`config.mk`:
```
export PLATFORM = sky130hd
export DESIGN_NAME = flash_word_fetch
export DESIGN_NICKNAME = d
export VERILOG_FILES = /design/src/rtl/flash_word_fetch.sv
export SDC_FILE = /design/constraint.sdc
export NUM_CORES = 1
export LEC_CHECK = 0
export CORE_UTILIZATION = 58
export DETAILED_ROUTE_END_ITERATION = 12
export PLACE_DENSITY = 0.88
export SETUP_SLACK_MARGIN = 0.4
export SLEW_MARGIN = 20
export SYNTH_ARGS = -nofsm -noshare
export SYNTH_HDL_FRONTEND = slang
export SYNTH_SLANG_ARGS = --single-unit
export TNS_END_PERCENT = 5
```
`constraint.sdc`:
```
create_clock -name clk -period 3.4 [get_ports clk]
set_input_delay 0.68 -clock clk [delete_from_list [all_inputs] [get_ports clk]]
set_output_delay 0.68 -clock clk [all_outputs]
set_load 0.1 [all_outputs]
```
`src/rtl/flash_word_fetch.sv`:
```
// Word fetch bridge in front of the qspi_flash byte streamer. Little-endian bytes are packed into words.
// A small prefetch FIFO serves sequential requests. Any other request restarts the flash stream.
module flash_word_fetch #(
   parameter int unsigned FIFO_DEPTH    = 2,
   parameter logic [23:0] BOOT_ADDR     = 24'h000000,
   parameter bit          BOOT_PREFETCH = 1'b1
) (
   input  logic        clk,
   input  logic        rst,
   input  logic        req_valid,
   input  logic [23:0] req_addr,
   output logic        req_ready,
   output logic        resp_valid,
   output logic [31:0] resp_data,
   output logic [23:0] flash_addr,
   output logic        flash_do_read,
   input  logic        flash_setup_done,
   input  logic        flash_data_ready,
   input  logic [7:0]  flash_data
);

   localparam int unsigned     PTR_W    = (FIFO_DEPTH > 1) ? $clog2(FIFO_DEPTH) : 1;
   localparam int unsigned     CNT_W    = $clog2(FIFO_DEPTH + 1);
   localparam logic [PTR_W-1:0] PTR_LAST = PTR_W'(FIFO_DEPTH - 1);
   localparam logic [CNT_W-1:0] CNT_FULL = CNT_W'(FIFO_DEPTH);
   localparam logic [CNT_W-1:0] CNT_ZERO = CNT_W'(0);

   typedef enum logic [1:0] {
      WAIT_SETUP = 2'd0,
      RESTART    = 2'd1,
      IDLE       = 2'd2,
      WAIT_WORD  = 2'd3
   } state_t;

   state_t           state_r;
   logic [23:0]      head_addr_r;
   logic [23:0]      fill_addr_r;
   logic [23:0]      target_r;
   logic [1:0]       lane_r;
   logic [CNT_W-1:0] count_r;
   logic             stream_active_r;
   logic             pending_r;
   logic [23:0]      byte_buf_r;
   logic [31:0]      fifo_mem_r [FIFO_DEPTH];
   logic [PTR_W-1:0] rd_ptr_r;
   logic [PTR_W-1:0] wr_ptr_r;

   logic [23:0] req_aligned_s;
   logic        fifo_hit_s;
   logic        fill_hit_s;
   logic        miss_s;
   logic        cap_s;
   logic        word_done_s;
   logic [31:0] word_s;
   logic [23:0] byte_buf_next_s;
   logic        fill_now_s;
   logic        stash_s;
   logic        push_s;
   logic        overflow_s;

   function automatic logic [PTR_W-1:0] ptr_inc(input logic [PTR_W-1:0] p);
      if (p == PTR_LAST) begin
         return {PTR_W{1'b0}};
      end else begin
         return p + PTR_W'(1'b1);
      end
   endfunction

   // Classify an accepted request against the FIFO head and the word being assembled
   always_comb begin
      req_aligned_s = req_addr & 24'hFFFFFC;
      fifo_hit_s    = 1'b0;
      fill_hit_s    = 1'b0;
      miss_s        = 1'b0;
      if ((state_r == IDLE) && req_valid && req_ready) begin
         if ((count_r != CNT_ZERO) && (req_aligned_s == head_addr_r)) begin
            fifo_hit_s = 1'b1;
         end else if ((count_r == CNT_ZERO) && stream_active_r && (req_aligned_s == fill_addr_r)) begin
            fill_hit_s = 1'b1;
         end else begin
            miss_s = 1'b1;
         end
      end else begin
         fifo_hit_s = 1'b0;
         fill_hit_s = 1'b0;
         miss_s     = 1'b0;
      end
   end

   // Byte capture and word assembly; bytes are ignored while flash_do_read is low
   always_comb begin
      cap_s           = flash_do_read && flash_data_ready;
      word_done_s     = cap_s && (lane_r == 2'd3);
      word_s          = {flash_data, byte_buf_r};
      byte_buf_next_s = byte_buf_r;
      case (lane_r)
         2'd0:    byte_buf_next_s[7:0]   = flash_data;
         2'd1:    byte_buf_next_s[15:8]  = flash_data;
         2'd2:    byte_buf_next_s[23:16] = flash_data;
         default: byte_buf_next_s        = byte_buf_r;
      endcase
      // A fill hit landing on the completing word is answered directly
      fill_now_s = fill_hit_s && word_done_s;
      stash_s    = (state_r == IDLE) && word_done_s && !miss_s && !fill_now_s;
      push_s     = stash_s && ((count_r != CNT_FULL) || fifo_hit_s);
      overflow_s = stash_s && !push_s;
   end

   // Control FSM, prefetch FIFO and registered fetch/flash outputs
   always_ff @(posedge clk or negedge rst) begin
      if (!rst) begin
         state_r         <= WAIT_SETUP;
         head_addr_r     <= 24'h000000;
         fill_addr_r     <= 24'h000000;
         target_r        <= 24'h000000;
         lane_r          <= 2'd0;
         count_r         <= CNT_ZERO;
         stream_active_r <= 1'b0;
         pending_r       <= 1'b0;
         byte_buf_r      <= 24'h000000;
         fifo_mem_r      <= '{default: 32'h00000000};
         rd_ptr_r        <= {PTR_W{1'b0}};
         wr_ptr_r        <= {PTR_W{1'b0}};
         req_ready       <= 1'b0;
         resp_valid      <= 1'b0;
         resp_data       <= 32'h00000000;
         flash_addr      <= 24'h000000;
         flash_do_read   <= 1'b0;
      end else begin
         resp_valid <= 1'b0;
         case (state_r)
            WAIT_SETUP: begin
               req_ready     <= 1'b0;
               flash_do_read <= 1'b0;
               if (flash_setup_done) begin
                  if (BOOT_PREFETCH) begin
                     target_r  <= BOOT_ADDR & 24'hFFFFFC;
                     pending_r <= 1'b0;
                     state_r   <= RESTART;
                  end else begin
                     state_r <= IDLE;
                  end
               end
            end
            RESTART: begin
               req_ready       <= 1'b0;
               flash_addr      <= target_r;
               flash_do_read   <= 1'b1;
               head_addr_r     <= target_r;
               fill_addr_r     <= target_r;
               lane_r          <= 2'd0;
               count_r         <= CNT_ZERO;
               rd_ptr_r        <= {PTR_W{1'b0}};
               wr_ptr_r        <= {PTR_W{1'b0}};
               stream_active_r <= 1'b1;
               pending_r       <= 1'b0;
               state_r         <= pending_r ? WAIT_WORD : IDLE;
            end
            IDLE: begin
               req_ready <= 1'b1;
               if (miss_s) begin
                  target_r      <= req_aligned_s;
                  pending_r     <= 1'b1;
                  flash_do_read <= 1'b0;
                  req_ready     <= 1'b0;
                  state_r       <= RESTART;
               end else begin
                  if (fifo_hit_s) begin
                     resp_valid  <= 1'b1;
                     resp_data   <= fifo_mem_r[rd_ptr_r];
                     rd_ptr_r    <= ptr_inc(rd_ptr_r);
                     head_addr_r <= head_addr_r + 24'd4;
                  end else if (fill_now_s) begin
                     resp_valid  <= 1'b1;
                     resp_data   <= word_s;
                     head_addr_r <= head_addr_r + 24'd4;
                     fill_addr_r <= fill_addr_r + 24'd4;
                  end else if (fill_hit_s) begin
                     req_ready <= 1'b0;
                     state_r   <= WAIT_WORD;
                  end
                  if (cap_s) begin
                     lane_r     <= lane_r + 2'd1;
                     byte_buf_r <= byte_buf_next_s;
                  end
                  if (push_s) begin
                     fifo_mem_r[wr_ptr_r] <= word_s;
                     wr_ptr_r             <= ptr_inc(wr_ptr_r);
                     fill_addr_r          <= fill_addr_r + 24'd4;
                  end
                  // FIFO full: drop the word and park the stream until the next restart
                  if (overflow_s) begin
                     flash_do_read   <= 1'b0;
                     stream_active_r <= 1'b0;
                  end
                  if (push_s && !fifo_hit_s) begin
                     count_r <= count_r + CNT_W'(1);
                  end else if (!push_s && fifo_hit_s) begin
                     count_r <= count_r - CNT_W'(1);
                  end
               end
            end
            WAIT_WORD: begin
               req_ready <= 1'b0;
               if (cap_s) begin
                  lane_r     <= lane_r + 2'd1;
                  byte_buf_r <= byte_buf_next_s;
               end
               if (word_done_s) begin
                  resp_valid  <= 1'b1;
                  resp_data   <= word_s;
                  head_addr_r <= head_addr_r + 24'd4;
                  fill_addr_r <= fill_addr_r + 24'd4;
                  state_r     <= IDLE;
               end
            end
            default: begin
               req_ready     <= 1'b0;
               flash_do_read <= 1'b0;
               state_r       <= WAIT_SETUP;
            end
         endcase
      end
   end

endmodule

```
==> metrics.md, run 1 <==
| Metric | Value |
|---|---|
| Core Rows | `50` |
| I/O pin count | `96` |
| Tcrit/Tclk final | `86.7%` |
| Global-route wire length before repair | `43900 um` |
| Largest area contributor in the netlist | `dfrtp_1` |
| Fin Setup TNS | `0 ns` |
| Cell variety after synth | `65` |
| Grt met3 use | `3.70%` |
| Worst hold path class | `in -> async` |
| Pre-CTS setup slack | `-0.0910 ns` |
| Critical path cell sequence | `clkdlybuf4s50_1 > buf_4 > xnor2_1 > nand4_1 > nor4_2 > buf_4 > a21oi_2 > o21ai_2 > and3_2 > buf_4 > mux2_4` |
| Clk slew on worst S/H paths | `0.06 ns` |
| I/O Buffers | `91` |
| Worst-path fanout max | `7` |
| Via count | `8293` |
| Leak | `6.18 nW` |
| Seq. cell area | `5530 um2` |
| Clock Latency Late Sink | `0.51 ns` |
| Slowest CP cell | `clkdlybuf4s50_1` |
| Clock Skew | `0.00726 ns` |
| Met1 Use GR | `35.3%` |
| GR peak layer | `met2` |
| YS warnings | `0` |
| Req. time, crit path | `3.79 ns` |
| Die footprint | `19900 um2` |
| Layout cells sized above 1 | `28.9%` |
| CTS tree | `built` |
| CP max stage delay | `0.48 ns` |
| H-tree depth | `1` |
| GRT Residual Overflow | `0` |
| CTS max path bufs | `3` |
| Met2 usage | `49.3%` |
| Final Max Tran Viols | `0` |
| Filler instances | `1282` |
| Number of CTS-inserted buffers | `23` |
| Clock Tree Root | `clkbuf_16` |
| Antenna-violating nets left | `0` |
| Syn-to-layout area delta | `19.6%` |
| Worst path arrival time | `3.34 ns` |
| Ant. Diodes | `0` |
| Initial cell density of the core | `59.6%` |
| Vias/cell | `6.24` |
| Primary FF master, synth | `dfrtp_1` |
| Post-synth EDFFs | `0` |
| RSZ-0062 raised after global routing | `false` |
| Final wirelength | `27700 um` |
| Starting DRC count in detailed routing | `621` |
| DIE HEIGHT | `141 um` |
| Minimum hold slack | `0.196 ns` |
| Pre-antenna DRT Iters | `6` |
| Cells after Synth | `946` |
| Status | `finished clean` |
| # DRC | `0` |
| Final Hold Vio Count | `0` |
| Slew @ Worst Pin | `0.992 ns` |
| Max-slew headroom | `33.6%` |
| Worst path top cell family by delay | `buffers and inverters` |
| Pin count of the biggest net entering global routing | `100` |
| Leading cell types by count after synthesis | `dfrtp_1, mux2_2, mux2_1, a21oi_1, nand2_1` |
| Final net count | `1107` |
| Area of the multi-input gates | `5380 um2` |
| Placeable Area | `18800 um2` |
| Overall Global Routing Usage | `28.1%` |
| Post-synth top area share | `49.2%` |
| Final cell count without fillers | `1329` |
| Post-synthesis sequential area ratio | `49.2%` |
| Fmax | `339 MHz` |
| Initial antenna violation count | `0` |
| Crit. End Element | `flop` |
| Startpoint Class | `input port` |
| # Max-Cap Violations | `0` |
| Setup WS post-layout | `0.452 ns` |
| Final Util | `71.3%` |
| Power Density | `857 nW/um2` |
| Vias in the first global route | `8378` |
| Final setup viols | `0` |
| Ys async rst share | `100%` |
| Tmin final | `2.95 ns` |
| Avg WL per Cell | `20.9 um` |
| Cells after DPL | `1288` |
| Count leader, synth | `dfrtp_1` |
| Synth top area cells | `dfrtp_1, mux2_2, mux2_1` |
| Syn Area/Cell | `11.9 um2` |
| Num Clock Sinks | `221` |
| Post-Syn Area | `11200 um2` |
| Setup CP Type | `in -> reg` |
| Buf/Inv on CP | `4` |
| Pwr Total | `11.5 mW` |
| Placed Instance Area | `12600 um2` |
| Die width | `141 um` |
| Most frequent CP cell | `buf_4` |
| FF+latch count, synth | `221` |
| GPL Wtd Cong | `0.952` |
| Dpl hpwl | `18100 um` |
| Design area | `13400 um2` |
| Worst IR Drop VDD | `0.725 mV` |
## worst paths after layout
| path | startpoint | to | slack [ns] | cells past startpoint |
|---|---|---|---|---|
| max in group asynchronous | rst | resp_data[29] | 2.27 | 2 |
| max reg2reg | head_addr_r[12] | resp_data[7] | 0.74 | 10 |
| min | rst | fifo_mem_r[3] | 0.20 | 1 |
| max | req_addr[14] | resp_data[15] | 0.45 | 11 |
| min reg2reg | fifo_mem_r[46] | fifo_mem_r[46] | 0.48 | 1 |
| min in group clk | fifo_mem_r[46] | fifo_mem_r[46] | 0.48 | 1 |
## area by class of cell
cell class	count	area share (%)
Clock inverter	11	0.662
Clock buffer	25	4.49
Tap cell	260	2.42
Timing Repair Buffer	149	10.9
Multi-Input combinational cell	651	40.0
Inverter	12	0.335
Sequential cell	221	41.2
## state kept, by name, indices dropped and copies added (netlist names)
| signal | count |
|---|---|
| byte_buf_r | 24 |
| rd_ptr_r | 1 |
| head_addr_r | 22 |
| pending_r | 1 |
| target_r | 22 |
| resp_data | 32 |
| fifo_mem_r | 64 |
| req_ready | 1 |
| flash_do_read | 1 |
| stream_active_r | 1 |
| state_r | 2 |
| count_r | 2 |
| flash_addr | 22 |
| resp_valid | 1 |
| wr_ptr_r | 1 |
| fill_addr_r | 22 |
| lane_r | 2 |
## what timing repair did
action / in CTS / in global routing
setup endpoints to repair: 0 / 33
hold buffers: 0 / 0
endpoints found under the hold margin: 0 / 0
gates resized for setup: 0 / 14
setup buffers: 0 / 2
## cells in the final DEF, fill, tap and decap left out, types with 3 or more instances in the layout
| cell | n |
|---|---|
| clkbuf_16 | 25 |
| xor2_1 | 10 |
| mux2_4 | 30 |
| or3_1 | 4 |
| buf_12 | 14 |
| clkinv_2 | 7 |
| buf_4 | 84 |
| a21o_1 | 5 |
| o21ai_0 | 40 |
| ha_1 | 12 |
| nand4_1 | 20 |
| a21oi_1 | 58 |
| nand2b_1 | 9 |
| and3_1 | 6 |
| o31ai_1 | 8 |
| mux2_2 | 114 |
| mux2_1 | 63 |
| a31oi_1 | 24 |
| nor2_1 | 17 |
| and4_1 | 6 |
| xnor2_1 | 28 |
| o22ai_1 | 21 |
| nor4_2 | 3 |
| nand3_1 | 30 |
| nor3_1 | 5 |
| inv_1 | 12 |
| a22oi_1 | 4 |
| xnor2_2 | 8 |
| nand2_1 | 48 |
| o2bb2ai_1 | 4 |
| dfrtp_1 | 221 |
| o211ai_1 | 4 |
| clkdlybuf4s50_1 | 46 |
| and2_1 | 5 |
| a22o_1 | 26 |
## where the power goes
part	total, mW	switching (mW)	internal, mW
Combinational	4.98	2.97	2.02
Clock	2.37	1.02	1.34
Sequential	4.15	0.801	3.35
## kinds of logic (layout without fill, tap and decap cells)
group | Yosys count | in the layout | synth area share (%)
AOI/OAI and AO/OA | 210 | 210 | 12.0
xor gates and xnor gates | 46 | 46 | 3.59
adders and majority gates | 12 | 12 | 1.34
buffers and inverters | 75 | 197 | 3.78
DFF | 221 | 221 | 49.2
muxes | 208 | 208 | 21.8
other | 1 | 2 | 0.0334
and+or+nand+nor | 173 | 173 | 8.22
## routing by layer
layer | part of all wire (%) | vias up
li1 | - | 3695
met1 | 40 | 4153
met2 | 51 | 366
met3 | 6.1 | 79
met4 | 3.7 | 0
met5 | 0 | -
No activity file was read; power rests on OpenSTA's default activity.
==> run 2, diff against run 1 <==
--- a/config.mk
+++ b/config.mk
@@ -9,6 +9,7 @@
 export DETAILED_ROUTE_END_ITERATION = 12
 export PLACE_DENSITY = 0.88
 export SETUP_SLACK_MARGIN = 0.4
+export SKIP_LAST_GASP = 1
 export SLEW_MARGIN = 20
 export SYNTH_ARGS = -nofsm -noshare
 export SYNTH_HDL_FRONTEND = slang
==> results of run 2 <==
Final layout, timing and power as in run 1 (identical DEF).
==> run 3, diff against run 2 <==
--- a/config.mk
+++ b/config.mk
@@ -5,9 +5,9 @@
 export SDC_FILE = /design/constraint.sdc
 export NUM_CORES = 1
 export LEC_CHECK = 0
-export CORE_UTILIZATION = 58
+export CORE_UTILIZATION = 53
 export DETAILED_ROUTE_END_ITERATION = 12
-export PLACE_DENSITY = 0.88
+export PLACE_DENSITY = 0.85
 export SETUP_SLACK_MARGIN = 0.4
 export SKIP_LAST_GASP = 1
 export SLEW_MARGIN = 20
==> constraint.sdc (replaced) <==
create_clock -name clk -period 2.6 [get_ports clk]
set_input_delay 0.52 -clock clk [delete_from_list [all_inputs] [get_ports clk]]
set_output_delay 0.52 -clock clk [all_outputs]
set_load 0.1 [all_outputs]
==> run 3 against run 2 <==
The run now ends with negative setup slack left. Final cell count is 5.0% higher. Wire length is 8.6% higher. Clock power is 41% higher. Setup slack worse by 0.46 ns. Sequential power is 30% higher. Critical path depth is 1 higher. Final area is 5.3% higher. Critical path type is now reg -> reg.
==> metrics.md, run 3 (synthesized netlist as in run 1, its figures left out) <==
| Metric | Value |
|---|---|
| DIE HEIGHT | `148 um (+4.5%)` |
| Initial antenna violation count | `0 (unchanged)` |
| Worst IR Drop VDD | `0.711 mV (-2.0%)` |
| Via count | `8508 (+2.6%)` |
| Initial cell density of the core | `54.8% (-4.8 points)` |
| Final wirelength | `30100 um (+8.6%)` |
| Filler instances | `1428 (+11%)` |
| Slew @ Worst Pin | `0.696 ns (-0.296 ns)` |
| Pre-CTS setup slack | `-0.622 ns (-0.531 ns)` |
| Placed Instance Area | `12900 um2 (+3.1%)` |
| Req. time, crit path | `3.01 ns (-0.78 ns)` |
| Avg WL per Cell | `21.6 um (+3.4%)` |
| GRT Residual Overflow | `0 (unchanged)` |
| Clock Latency Late Sink | `0.53 ns (+0.02 ns)` |
| Leak | `6.65 nW (+7.6%)` |
| Power Density | `1120 nW/um2 (+31%)` |
| Antenna-violating nets left | `0 (unchanged)` |
| Tmin final | `2.60 ns` |
| Worst-path fanout max | `7 (unchanged)` |
| # Max-Cap Violations | `0 (unchanged)` |
| Worst Hold Depth | `2` |
| Vias/cell | `6.10 (-2.3%)` |
| Max-slew headroom | `53.4% (+20 points)` |
| H-tree depth | `1 (unchanged)` |
| Global-route wire length before repair | `47000 um (+7.0%)` |
| I/O pin count | `96 (unchanged)` |
| Clk slew on worst S/H paths | `0.06 ns (about the same)` |
| Layout cells sized above 1 | `34.7% (+5.8 points)` |
| Clock Skew | `0.0113 ns (+0.00408 ns)` |
| Commonest non-fill, non-tap cell in the layout | `dfrtp_1` |
| Dpl hpwl | `19300 um (+6.4%)` |
| Commonest non-fill, non-tap cells in the layout | `dfrtp_1, buf_4, mux2_2` |
| Num Clock Sinks | `221 (unchanged)` |
| Setup WS post-layout | `-0.00484 ns (-0.457 ns)` |
| Worst R2R Path Depth | `12 (+2)` |
| Core Rows | `52 (+4.0%)` |
| Die footprint | `21800 um2 (+9.3%)` |
| Max reg flops | `64 (unchanged)` |
| Setup CP Type | `reg -> reg` |
| Largest Register | `fifo_mem_r` |
| # DRC | `0 (unchanged)` |
| Clock Tree Root | `clkbuf_16` |
| Fmax | `384 MHz` |
| Startpoint Class | `flop` |
| Placeable Area | `20500 um2 (+8.8%)` |
| CTS tree | `built` |
| Final Max Tran Viols | `0 (unchanged)` |
| Die width | `148 um (+4.5%)` |
| Syn-to-layout area delta | `25.8%` |
| Vias in the first global route | `8647 (+3.2%)` |
| RSZ-0062 raised after global routing | `true` |
| CTS max path bufs | `3 (unchanged)` |
| Pin count of the biggest net entering global routing | `86 (-14%)` |
| I/O Buffers | `91 (unchanged)` |
| Status | `complete, but fails checks` |
| Overall Global Routing Usage | `27.4% (-0.68 points)` |
| Worst path arrival time | `3.02 ns (-0.32 ns)` |
| Largest regs | `fifo_mem_r x64, resp_data x32, byte_buf_r x24` |
| Worst hold path class | `in -> reg` |
| Final net count | `1158 (+4.6%)` |
| Crit. End Element | `flop` |
| Pre-antenna DRT Iters | `5 (-1)` |
| GPL Wtd Cong | `0.885 (-7.0%)` |
| Starting DRC count in detailed routing | `519 (-16%)` |
| Final setup viols | `2 (+2)` |
| Number of CTS-inserted buffers | `23 (unchanged)` |
| Tcrit/Tclk final | `100%` |
| Final Hold Vio Count | `0 (unchanged)` |
| Design area | `14100 um2 (+5.3%)` |
| Failing checks | `negative setup slack` |
run 3: changes by cell type in the layout (fill, tap and decap cells not counted), moves of 6 or more:
cell / previous run / this run
buf_4: 84 / 140
clkdlybuf4s50_1: 46 / 11
dlygate4sd2_1: 0 / 20
mux2_4: 30 / 45
mux2_2: 114 / 103
clkbuf_1: 0 / 9
xnor2_1: 28 / 21
xnor2_2: 8 / 15
buf_12: 14 / 20
clkinv_2: 7 / 1
run 3: timing repair:
action	in CTS	in global routing
buffers inserted	7	1
pin swaps	15	5
hold endpoints to repair	65	0
hold buffers	1	0
cloned	2	2
setup endpoints to repair	193	194
resized for setup	55	17
run 3: critical path, stage by stage, from the launching register on:
cell	delay, ns
dfrtp_1	0.41
xnor2_2	0.19
buf_4	0.14
nand4_1	0.12
nor4_2	0.29
buf_4	0.17
nand3_4	0.09
nor2_4	0.14
buf_12	0.15
buf_12	0.11
buf_16	0.13
mux2_4	0.30
mux2_4	0.25
run 3: cell type report:
class	instances	area [um2]	share of cell area, %
clock buffer	36	664	4.70
clock inverter	4	85.1	0.602
timing repair buffer	200	1900	13.5
inverter	12	45.0	0.319
multi-input combinational	651	5560	39.3
tap	270	338	2.39
sequential	221	5540	39.2
antenna	1	2.50	0.0177
run 3: per-stage QoR:
step / std cells / util (%) / hold WS, ns / power, mW / setup TNS, ns
finish: 1395 / 69.0 / 0.464 / 15.9 / -0.00674
global route: 1394 / 68.9 / 0.488 / 16.7 / -1.43
CTS: 1391 / 68.3 / 0.458 / 15.6 / 0
detailed placement: 1341 / 63.1 / 0.473 / 12.1 / -96.68
global placement: 1341 / 63.1 / 0.463 / 11.8 / -91.16
floorplan: 947 / - / 0.224 / 9.87 / 0
run 3: layer usage:
metal	vias to the layer above	track usage, %	part of all wire, %
li1	3814	-	-
met1	4279	34.8	40
met2	330	47.9	51
met3	85	4.01	5.4
met4	0	9.23	3.5
met5	-	0	0
run 3: power by group:
part	internal [mW]	switching [mW]
Sequential	4.39	0.993
Clock	1.96	1.38
Combinational	3.00	4.13
Total	9.35	6.50
run 3: final timing paths:
kind                             endpoint           start  slack, ns
min in group asynchronous  fifo_mem_r[62]             rst       0.53
setup reg to reg             resp_data[6]  head_addr_r[3]     -0.005
hold reg to reg            fifo_mem_r[51]  fifo_mem_r[51]       0.48
max in group asynchronous  flash_addr[13]             rst       1.21
hold / removal                target_r[9]     req_addr[9]       0.46
setup / recovery             resp_data[6]  head_addr_r[3]     -0.005
==> RTL edit: new RTL, flow settings as in run 1 <==
Set the parameter `FIFO_DEPTH` to 4 (it was 2).
--- a/src/rtl/flash_word_fetch.sv
+++ b/src/rtl/flash_word_fetch.sv
@@ -1,7 +1,7 @@
 // Word fetch bridge in front of the qspi_flash byte streamer. Little-endian bytes are packed into words.
 // A small prefetch FIFO serves sequential requests. Any other request restarts the flash stream.
 module flash_word_fetch #(
-   parameter int unsigned FIFO_DEPTH    = 2,
+   parameter int unsigned FIFO_DEPTH    = 4,
    parameter logic [23:0] BOOT_ADDR     = 24'h000000,
    parameter bit          BOOT_PREFETCH = 1'b1
 ) (
Function: no difference found for any inputs over 4 cycles, from zero or initial values and one cycle with rst low; that may be too few to reach the edited logic, so the function may still have changed.
==> RTL edit against run 1 <==
Utilization is 0.85 points lower; setup slack worse by 0.042 ns; area after synthesis is 24% higher; worst hold slack worse by 0.070 ns; sequential cell count is 67 higher; die area is 23% higher; clock skew is 0.0078 ns higher; wire length is 29% higher; design area is 23% higher.
Power is not compared: it rests on default switching activity, and its combinational part moved more than twofold at a synthesized area within 25%.
==> RTL edit: results <==
export IMPL_cp_max_fo=32
export IMPL_r2r_slack_ns=0.53
export IMPL_max_stage_delay_ns=0.72
export IMPL_nets=1345
export IMPL_dp_hpwl_um=22340
export IMPL_dp_cells=1575
export IMPL_portBuffers=91
export IMPL_drive_gt1_share_pct=28.01
export IMPL_ys_seq_area_share_pct=51.90
export IMPL_ir_drop_uv=556.8
export IMPL_r2r_start="count_r[1]$_DFFE_PN0P_"
export IMPL_status="finished clean"
export IMPL_synthTopCellsByArea="dfrtp_1 52%, mux2_2 12%, mux4_2 5.2%"
export IMPL_fill_cells=1492
export IMPL_drt_first_pass_iters=6
export IMPL_worst_slew_pin_slew_ns=0.9770
export IMPL_async_reset_ff_share_pct=100.0
export IMPL_antenna_found_initial=0
export IMPL_routed_wl_um=35870
export IMPL_slowest_stage="or4_1"
export IMPL_pre_cts_ws_ns=-0.1157
export IMPL_cts_buffer_depth=3
export IMPL_clk_pin_slew_worst_paths_ns=0.07
export IMPL_via_count=10260
export IMPL_place_gp_congestion=0.8960
export IMPL_grt_util_all_layers_pct=29.92
export IMPL_grt_max_degree=93
export IMPL_drt_iter0_markers=999
export IMPL_skew_ns=0.01508
export IMPL_yosys_cell_types_count=57
export IMPL_cts_buffers=30
export IMPL_hold_class="primary input to asynchronous set/reset pin"
export IMPL_clk_latency_ns=0.56
export IMPL_top_regs="fifo_mem_r: 128 flops, resp_data: 32 flops, byte_buf_r: 24 flops"
export IMPL_synth_avg_cell_area_um2=11.86
export IMPL_synth_commonest_cells="288 x dfrtp_1, 148 x mux2_2, 105 x nand2_1"
export IMPL_switching_share_pct=21.33
export IMPL_ys_warn_count=0
export IMPL_grt_pass1_wl_um=56720
export IMPL_cts_htree_levels=1
export IMPL_root_buffer="clkbuf_16"
export IMPL_rr_worst_depth=8
export IMPL_viasPerCell=6.277
export IMPL_r2r_end="head_addr_r[14]$_DFFE_PN0P_"
export IMPL_leakagePower_nw=8.024
RTL edit: cell types whose count changed in the layout (fill, tap and decap cells not counted), moves of 13 or more:
| cell | change |
|---|---|
| nand2_1 | +56 |
| a21oi_1 | +29 |
| mux4_2 | +32 |
| o21ai_0 | +20 |
| mux2i_1 | +34 |
| mux2_1 | -35 |
| a2bb2oi_1 | +13 |
| a31oi_1 | -16 |
| mux2_4 | -30 |
| mux2_2 | +34 |
| a22o_1 | -26 |
| dfrtp_1 | +66 |
| nor2_1 | +56 |
| xnor2_1 | +13 |
RTL edit: cells by family (layout without fill, tap and decap cells):
group	Yosys count	in the layout	share of synthesized area (%)
compound gates	223	223	9.623
xor+xnor	45	45	2.838
fa+ha+maj	18	18	1.676
buf+inv	88	230	3.198
flops	288	288	51.90
mux	243	243	21.98
other cells	1	3	0.02700
simple gates	265	265	8.757
RTL edit: critical path, delay by kind of cell:
family | cells | cell delay (ns)
buffers and inverters | 2 | 0.68
xor gates and xnor gates | 1 | 0.28
AOI/OAI and AO/OA | 3 | 0.73
and+or+nand+nor | 3 | 1.05
RTL edit: per-layer routing:
layer,wire (um),GRT usage [%]
met1,13800,37.37
met5,0,0
met3,2320,4.348
met4,1651,15.08
met2,18090,50.86
RTL edit: final cells by class:
cell class / instances / area share [%]
clock buffers: 39 / 4.986
clock inverters: 17 / 1.339
diodes: 1 / 0.01513
inverters: 15 / 0.3404
well taps: 319 / 2.413
multi-input cells: 796 / 37.85
repair buffers: 159 / 9.472
flip-flops and latches: 288 / 43.58
RTL edit: power groups by stage:
stage	combinational [W]	clock, W	sequential [W]
floorplan	0.0000402	0	0.00349
global placement	0.000207	0	0.00349
detailed placement	0.000210	0	0.00349
CTS	0.000212	0.00350	0.00343
global route	0.000228	0.00364	0.00342
finish	0.000210	0.00346	0.00343
RTL edit: timing repair:
action,CTS,global route
setup endpoints to repair,0,139
setup buffers,0,1
resized for setup,0,2
RTL edit: worst max-delay path by stage:
stage                                start                           to  slack (ns)  cells after the start
global route        count_r[1]$_DFFE_PN0P_  head_addr_r[14]$_DFFE_PN0P_        0.35                      8
finish                        req_addr[15]    resp_data[13]$_DFFE_PN0P_        0.41                      9
detailed placement            req_addr[18]    resp_data[15]$_DFFE_PN0P_       -0.12                      9
global placement              req_addr[15]   fifo_mem_r[84]$_DFFE_PN0P_       -0.02                      9
floorplan                     req_addr[18]    fifo_mem_r[2]$_DFFE_PN0P_        0.59                      8
CTS                           req_addr[18]    resp_data[13]$_DFFE_PN0P_        0.44                      9
RTL edit: per-stage QoR:
step	utilization (%)	hold WS [ns]	cell area (um^2)
final	70.46	0.1263	16540
after floorplan	-	0.3844	13890
after detailed placement	65.82	0.4827	15450
after global placement	65.82	0.4678	15450
after CTS	70.27	0.1647	16490
after global routing	70.45	0.1862	16540
